===== src/rtl/ctrl_word_skid_reg_pkg.sv =====
// Shared definitions for the decoder-to-unpack control word pipeline stage.
// Holds the packed control word layout, the bubble encoding and the skid FSM states.
package ctrl_pkg;

  localparam int CTRL_W = 39;

  // All-zero word: gp_we=0, mem_wren=0, pc_mux_select=0 (sequential), so a bubble is harmless.
  localparam logic [CTRL_W-1:0] CTRL_NOP = '0;

  // Field layout of the packed control word, MSB first.
  typedef struct packed {
    logic [3:0] af;             // [38:35]
    logic       i;              // [34]
    logic       alu_mux_sel;    // [33]
    logic [2:0] shift_type;     // [32:30]
    logic [4:0] cad;            // [29:25]
    logic       gp_we;          // [24]
    logic [1:0] gp_mux_sel;     // [23:22]
    logic [3:0] bf;             // [21:18]
    logic [1:0] pc_mux_select;  // [17:16]
    logic       mem_wren;       // [15]
    logic [4:0] rs;             // [14:10]
    logic [4:0] rt;             // [9:5]
    logic [4:0] rd;             // [4:0]
  } ctrl_word_t;

  typedef enum logic [1:0] {
    EMPTY = 2'd0,
    BUSY  = 2'd1,
    FULL  = 2'd2
  } skid_state_t;

endpackage


===== src/rtl/ctrl_word_skid_reg_sat_counter.sv =====
// Saturating up-counter: holds at all-ones instead of wrapping.
// Counts one per enabled cycle; async active-high clear.
module sat_counter #(
  parameter int W = 16
) (
  input  logic         clk,
  input  logic         rst,
  input  logic         en,
  output logic [W-1:0] count
);

  always_ff @(posedge clk or posedge rst) begin
    if (rst) begin
      count <= '0;
    end else if (en && (count != {W{1'b1}})) begin
      count <= count + 1'b1;
    end
  end

endmodule


===== src/rtl/ctrl_word_skid_reg.sv =====
// Registered valid/ready stage with a two-entry skid buffer carrying control word + PC.
// Latency 1; in_ready comes straight from a flop; flush empties the stage; stall cycles are counted.
module ctrl_word_skid_reg
  import ctrl_pkg::*;
#(
  parameter int CTRL_W = ctrl_pkg::CTRL_W,
  parameter int PC_W   = 32,
  parameter int CNT_W  = 16
) (
  input  logic              clk,
  input  logic              rst,
  input  logic              flush,
  input  logic              in_valid,
  output logic              in_ready,
  input  logic [CTRL_W-1:0] in_ctrl,
  input  logic [PC_W-1:0]   in_pc,
  output logic              out_valid,
  input  logic              out_ready,
  output logic [CTRL_W-1:0] out_ctrl,
  output logic [PC_W-1:0]   out_pc,
  output logic [CNT_W-1:0]  stall_cnt
);

  skid_state_t       state;
  skid_state_t       state_nxt;
  logic              in_ready_q;
  logic              in_xfer;
  logic              out_xfer;
  logic              load_main_in;
  logic              load_main_skid;
  logic              load_skid;
  logic [CTRL_W-1:0] main_ctrl;
  logic [CTRL_W-1:0] skid_ctrl;
  logic [PC_W-1:0]   main_pc;
  logic [PC_W-1:0]   skid_pc;

  assign in_ready = in_ready_q;
  assign in_xfer  = in_valid & in_ready_q;
  assign out_xfer = out_valid & out_ready;

  // in_ready is precomputed from the next state so it never depends on out_ready combinationally.
  always_ff @(posedge clk or posedge rst) begin
    if (rst) begin
      state      <= EMPTY;
      in_ready_q <= 1'b1;
    end else begin
      state      <= state_nxt;
      in_ready_q <= (state_nxt != FULL);
    end
  end

  always_comb begin
    state_nxt = state;
    if (flush) begin
      state_nxt = EMPTY;
    end else begin
      unique case (state)
        EMPTY:   if (in_xfer) state_nxt = BUSY;
        BUSY: begin
          if (out_xfer && !in_xfer)      state_nxt = EMPTY;
          else if (in_xfer && !out_xfer) state_nxt = FULL;
        end
        FULL:    if (out_xfer) state_nxt = BUSY;
        default: state_nxt = EMPTY;
      endcase
    end
  end

  always_comb begin
    out_valid      = (state != EMPTY);
    load_main_in   = 1'b0;
    load_main_skid = 1'b0;
    load_skid      = 1'b0;
    if (!flush) begin
      load_main_in   = in_xfer && ((state == EMPTY) || ((state == BUSY) && out_xfer));
      load_skid      = in_xfer && (state == BUSY) && !out_xfer;
      load_main_skid = out_xfer && (state == FULL);
    end
    out_ctrl = out_valid ? main_ctrl : CTRL_W'(CTRL_NOP);
    out_pc   = out_valid ? main_pc : '0;
  end

  always_ff @(posedge clk or posedge rst) begin
    if (rst) begin
      main_ctrl <= '0;
      main_pc   <= '0;
      skid_ctrl <= '0;
      skid_pc   <= '0;
    end else begin
      if (load_main_in) begin
        main_ctrl <= in_ctrl;
        main_pc   <= in_pc;
      end else if (load_main_skid) begin
        main_ctrl <= skid_ctrl;
        main_pc   <= skid_pc;
      end
      if (load_skid) begin
        skid_ctrl <= in_ctrl;
        skid_pc   <= in_pc;
      end
    end
  end

  sat_counter #(.W(CNT_W)) u_stall_cnt (
    .clk   (clk),
    .rst   (rst),
    .en    (out_valid & ~out_ready),
    .count (stall_cnt)
  );

endmodule


===== config.mk =====
export PLATFORM = sky130hd
export DESIGN_NAME = ctrl_word_skid_reg
export DESIGN_NICKNAME = d
export VERILOG_FILES = /design/src/rtl/ctrl_word_skid_reg_pkg.sv /design/src/rtl/ctrl_word_skid_reg_sat_counter.sv /design/src/rtl/ctrl_word_skid_reg.sv
export SDC_FILE = /design/constraint.sdc
export NUM_CORES = 1
export LEC_CHECK = 0
export CAP_MARGIN = 20
export CORE_UTILIZATION = 46
export DETAILED_ROUTE_END_ITERATION = 6
export PLACE_DENSITY = 0.76
export REMOVE_ABC_BUFFERS = 1
export SYNTH_ARGS = -nofsm -noshare
export SYNTH_HDL_FRONTEND = slang
export SYNTH_SLANG_ARGS = --single-unit
export TNS_END_PERCENT = 50

===== constraint.sdc =====
create_clock -name clk -period 5.1 [get_ports clk]
set_input_delay 0.765 -clock clk [delete_from_list [all_inputs] [get_ports clk]]
set_output_delay 0.765 -clock clk [all_outputs]
set_load 0.03 [all_outputs]

==> run metrics, run 1 <==
post-DR vias/cell=5.126; clk buf depth=2; synth warn=0; PortBufs=164; setup slack at placement=1.797 ns; Die ar.=0.01687 sq mm; Synth-to-Final Area Change=31.58%; Worst Setup Start Kind=register; combinational group share of total power=20.6%; clock sink count=161; average wire per standard cell=16.57 um; Reg power frac=43.4%; outcome=finished clean; NumNets Final=857; delay of the slowest critical-path stage=0.68 ns; highest clock rate=271.8 MHz; library cells used by synthesis=44; initial antenna violation count=1; Power per Cell Area=407.5 mW/mm^2; routed via count=5167; critical path endpoint category=primary output; Crit Path Max Fanout=47; register area share after synthesis=53.56%; # diodes=0; worst path cell trace=or2_2 > buf_4 > and2_1 > clkdlybuf4s50_1; CTS clk-pin slew, worst paths=0.06 ns; Clk pwr share=36.1%; Critical Path RT=4.34 ns; Post-synth EDFFs=0; Hold Path Class=reg2reg; I/O pin total=165; post-DP HPWL=10930 um; area of the multi-input gates=0.003202 sq mm; Total GRT Usage=20.82%; Crit path max-delay family=buffers and inverters; CTS tree=yes; H-tree depth=4; crit path DAT=2.91 ns; GPL Wtd Cong=0.8021; Net Sw Frac=26.84%; final core utilization=62.10%; Final setup viols=0; setup TNS=0 ns; Reg area=0.004030 sq mm; CP bufs+invs=2; vias in the first global route=5394; final hold violation count=0; share of layout cells above drive strength 1=17.42%; Final Critical Period=3.679 ns; Core Footprint=0.01594 sq mm; Switch Pwr=0.001083 W; Worst Setup Path Type=reg2out; Leak=4.124 nW; clk_lat worst skew=0.42 ns; CTS Hold Bufs=0; first drt pass iteration count=4; mapped cell area=0.007525 sq mm; # resized after CTS=0; Antenna Nets Post-Route=0; worst setup margin=1.421 ns; CTS Buf Count=17; crit share post-route=72.13%; max-slew violation count=0; pin count of the biggest net entering global routing=96; 1st-iter DRT viols=189; top cell type by total area after synthesis=dfrtp_1; Post-synth ARST share=100.0%; global-route wire length before repair=27030 um; Crit-path slowest cell=clkdlybuf4s50_1; gr ovfl total=0; row count=46; worst ir drop on vdd=0.2335 mV; Gate Count Post-Synth=627; CTS Root Cell=clkbuf_16; Post-Route WL=16700 um; Die W=129.9 um; top post-synthesis cells by area=dfrtp_1, mux2_2, mux2i_1; cell internal pwr=0.002952 W; unrepaired setup endpoints after global routing=false; Slew Limit Headroom=28.59%; starting density of the core=47.20%; # DRC=0; mean post-synth cell area=12.00 sq um; Max-Cap Viols=0; share of the synthesized area in the top cell type=53.21%; final hold slack=0.5052 ns; Fillers=1273; #FFs+latches synth=161; Worst Tran Pin Value=1.071 ns; Top FF cell, synth=dfrtp_1; Clock Skew=0.004728 ns; Vert. Die Dim=129.9 um; Post-CTS Repair Setup Buffers=0
## per-stage QoR
step                cell area [sq um]  std cells  total power (W)
finish                           9901       1008         0.004034
global route                     9901       1008         0.004219
CTS                              9901       1008         0.004070
detailed placement               9225        977         0.002609
global placement                 9205        976         0.002548
floorplan                        7219        589         0.002270
## cell type report
class | count | share of cell area, %
Clock buffer | 21 | 4.752
Timing Repair Buffer | 172 | 17.31
Tap cell | 216 | 2.730
Clock inverter | 10 | 2.073
Sequential cell | 161 | 40.71
Inverter | 1 | 0.08846
Multi-Input combinational cell | 427 | 32.34
## placed cells by master (no fill, tap or decap), types with 7 or more instances in the layout
master           netlist  layout
xor2_1                11      11
nand2_1               80      80
o21ai_2               12      12
clkdlybuf4s50_1        0     164
clkbuf_16              0      17
mux2i_1               71      71
and2_1                72      72
dfrtp_1              160     160
buf_4                  2       7
mux2_2                71      71
o21ai_1               58      58
## worst paths after layout
check                            startpoint                    to  slack (ns)  depth (start not counted)
worst min register to register  skid_pc[29]           skid_pc[29]        0.51                          1
worst max register to register     state[0]           main_pc[19]        2.53                          5
worst max-delay path               state[1]            out_pc[10]        1.42                          4
max in group asynchronous               rst         main_ctrl[28]        3.20                          3
min in group asynchronous               rst  u_stall_cnt.count[1]        0.89                          2
worst min-delay path            skid_pc[29]           skid_pc[29]        0.51                          1
## sequential cells by signal, indices dropped and copies added (netlist names)
| signal | flops |
|---|---|
| main_pc | 32 |
| skid_pc | 32 |
| skid_ctrl | 39 |
| state | 2 |
| u_stall_cnt.count | 16 |
| main_ctrl | 39 |
| in_ready | 1 |
## cells in the mapped netlist (2+ instances only)
cell,n
buf_12,8
and3_1,2
nand4_4,2
buf_4,2
buf_2,14
o21ai_1,58
o21ai_2,12
nor3_1,3
and3b_1,2
nor4_4,3
nand3_1,5
mux2i_1,71
nor4_1,5
nor2_1,6
mux2_2,71
and2_1,72
xor2_1,11
clkbuf_1,13
dfrtp_1,160
nand2_1,80
a21oi_1,4
## power groups by stage
stage	logic (W)	registers, W	clock network [W]
3_5_place_dp	0.000841	0.00177	0
5_1_grt	0.000902	0.00179	0.00153
4_1_cts	0.000843	0.00175	0.00148
2_1_floorplan	0.000520	0.00175	0
3_3_place_gp	0.000804	0.00174	0
6_report	0.000831	0.00175	0.00145
## layer usage
| metal | GRT usage, % | routed length, um | share of wire [%] |
|---|---|---|---|
| met3 | 5.494 | 982 | 5.9 |
| met4 | 7.456 | 237 | 1.4 |
| met1 | 25.91 | 7309 | 44 |
| met5 | 0 | 12 | 0.072 |
| met2 | 34.98 | 8162 | 49 |
## cells by family after synthesis
family          Yosys count  synth area share [%]
simple gates            189                 14.12
fa+ha+maj                 1                0.1663
mux                     143                 20.27
xor+xnor                 12                 1.397
compound gates           82                 6.385
buf+inv                  39                 4.107
flops                   161                 53.56
Note: power is estimated with default switching activity, not from simulation.
==> run 2: changes to the inputs <==
Clock period 5.1 ns to 3.2 ns, I/O delays scaled along.
==> run 2 against run 1 <==
Flip-flop and latch count is the same. Cell count up 0.30%. Via count increased by 0.99%. Setup slack lost 1.1 ns. Final area up 0.62%. Sequential power increased by 60%. Count of clock-buffer cells in the layout fell by 1.
==> run metrics, run 2 (same netlist as run 1, synthesis figures left out) <==
Slew Limit Headroom=52.85% (was 28.59%); CTS tree=yes (unchanged); worst setup margin=0.3094 ns (was 1.421 ns); Synth-to-Final Area Change=32.39% (was 31.58%); Core Footprint=0.01594 sq mm (unchanged); CTS Buf Count=17 (unchanged); pin count of the biggest net entering global routing=79 (was 96); Final Total Pwr=0.006406 W (was 0.004034 W); crit share post-route=90.33%; final hold slack=0.5064 ns (was 0.5052 ns); PortBufs=164 (unchanged); clk buf depth=2 (unchanged); final hold violation count=0 (unchanged); met2 routed WL=8139 um (was 8162 um); # diodes=0 (unchanged); most frequent cells in the layout=clkdlybuf4s50_1, dfrtp_1, nand2_1 (unchanged); setup slack at placement=0.5271 ns (was 1.797 ns); Leak=4.146 nW (was 4.124 nW); Detail Route met3 WL=938 um (was 982 um); outcome=finished clean (unchanged); crit path DAT=2.41 ns (was 2.91 ns); Final setup viols=0 (unchanged); Die ar.=0.01687 sq mm (unchanged); clock sink count=161 (unchanged); vias in the first global route=5320 (was 5394); Total GRT Usage=20.87% (was 20.82%); Vert. Die Dim=129.9 um (unchanged); Max-Cap Viols=0 (unchanged); initial antenna violation count=1 (unchanged); post-DR vias/cell=5.161 (was 5.126); clk_lat worst skew=0.42 ns (about the same); Clock Skew=0.007288 ns (was 0.004728 ns); gr ovfl total=0 (unchanged); Final Critical Period=2.891 ns; commonest non-fill, non-tap cell in the layout=clkdlybuf4s50_1 (unchanged); CTS Root Cell=clkbuf_16 (unchanged); setup TNS=0 ns (unchanged); Hold Path Class=reg2reg (unchanged); routed via count=5218 (was 5167); first drt pass iteration count=4 (unchanged); share of layout cells above drive strength 1=17.86% (was 17.42%); M1 WL=7358 um (was 7309 um); Critical Path RT=2.72 ns (was 4.34 ns); # DRC=0 (unchanged); average wire per standard cell=16.43 um (was 16.57 um); Antenna Nets Post-Route=0 (unchanged); Largest regs=main_ctrl x39, skid_ctrl x39 (unchanged); CTS clk-pin slew, worst paths=0.06 ns (about the same); post-DP HPWL=11030 um (was 10930 um); row count=46 (unchanged); highest clock rate=345.9 MHz; Fillers=1234 (was 1273); Worst Setup Path Type=reg2out (unchanged); NumNets Final=859 (was 857); I/O pin total=165 (unchanged); H-tree depth=4 (unchanged); max-slew violation count=0 (unchanged); worst ir drop on vdd=0.3613 mV (was 0.2335 mV); Crit Path Max Fanout=39 (was 47); 1st-iter DRT viols=193 (was 189); Max Used Layer=met5 (unchanged); starting density of the core=47.20% (unchanged); Worst Tran Pin Value=0.7073 ns (was 1.071 ns); Power per Cell Area=643.0 mW/mm^2 (was 407.5 mW/mm^2); GPL Wtd Cong=0.9336 (was 0.8021); CTS Hold Bufs=0 (unchanged); Worst Setup Start Kind=register (unchanged); critical path endpoint category=primary output (unchanged); Die W=129.9 um (unchanged); Post-Route WL=16610 um (was 16700 um); global-route wire length before repair=26990 um (was 27030 um); unrepaired setup endpoints after global routing=false (unchanged)
==> run 2: cell types whose count changed in the layout (fill, tap and decap cells not counted) <==
cell	before	now
buf_4	7	5
or2_2	1	0
or2_4	0	1
clkinvlp_4	2	1
bufinv_16	6	5
clkbuf_1	1	0
buf_12	1	5
inv_6	1	3
clkinv_4	0	2
==> run 2: final timing paths <==
check / end / cells past startpoint / slack [ns] / start
worst max-delay path: out_ctrl[12] / 4 / 0.31 / state[1]
worst min-delay path: skid_ctrl[30] / 1 / 0.51 / skid_ctrl[30]
worst max register to register: u_stall_cnt.count[14] / 5 / 1.29 / state[1]
worst min register to register: skid_ctrl[30] / 1 / 0.51 / skid_ctrl[30]
max in group asynchronous: skid_pc[16] / 3 / 1.85 / rst
min in group asynchronous: skid_ctrl[2] / 2 / 0.56 / rst
==> run 2: stage by stage <==
step           utilization [%]  instances  cell area (sq um)
2_1_floorplan                -        589               7219
3_3_place_gp             58.27        979               9290
3_5_place_dp             58.27        979               9290
4_1_cts                  62.47       1011               9960
5_1_grt                  62.49       1011               9962
6_report                 62.49       1011               9962
==> run 2: repair_timing <==
item | 4_1_cts | 5_1_grt
setup buffers | 0 | 0
endpoints found under the hold margin | 0 | 0
gates resized for setup | 0 | 1
setup endpoints to repair | 0 | 38
==> run 2: layout make-up <==
class	count	area (sq um)	area share [%]
tap	216	270.3	2.713
inverter	1	8.758	0.08792
sequential	161	4030	40.45
timing repair buffer	174	1779	17.86
clock inverter	12	202.7	2.035
clock buffer	20	466.7	4.685
multi-input combinational	427	3204	32.17
==> run 2: where the power goes <==
group	leakage [nW]	switching [W]	internal, W	total [W]
Combinational	1.81	0.000650	0.000684	0.00133
Clock	0.327	0.000823	0.00145	0.00228
Sequential	2.01	0.000285	0.00251	0.00280
Total	4.15	0.00176	0.00465	0.00641
==> run 2: per-layer routing <==
layer  vias up  track usage [%]
li1       2477                -
met1      2578            26.93
met2       144            34.44
met3        17            6.355
met4         2            5.062
met5         -                0
==> run 2: critical path: stages, from the launching register on <==
cell and delay, ns:
dfrtp_1 0.48, or2_4 0.41, buf_12 0.25, and2_1 0.17, clkdlybuf4s50_1 0.67
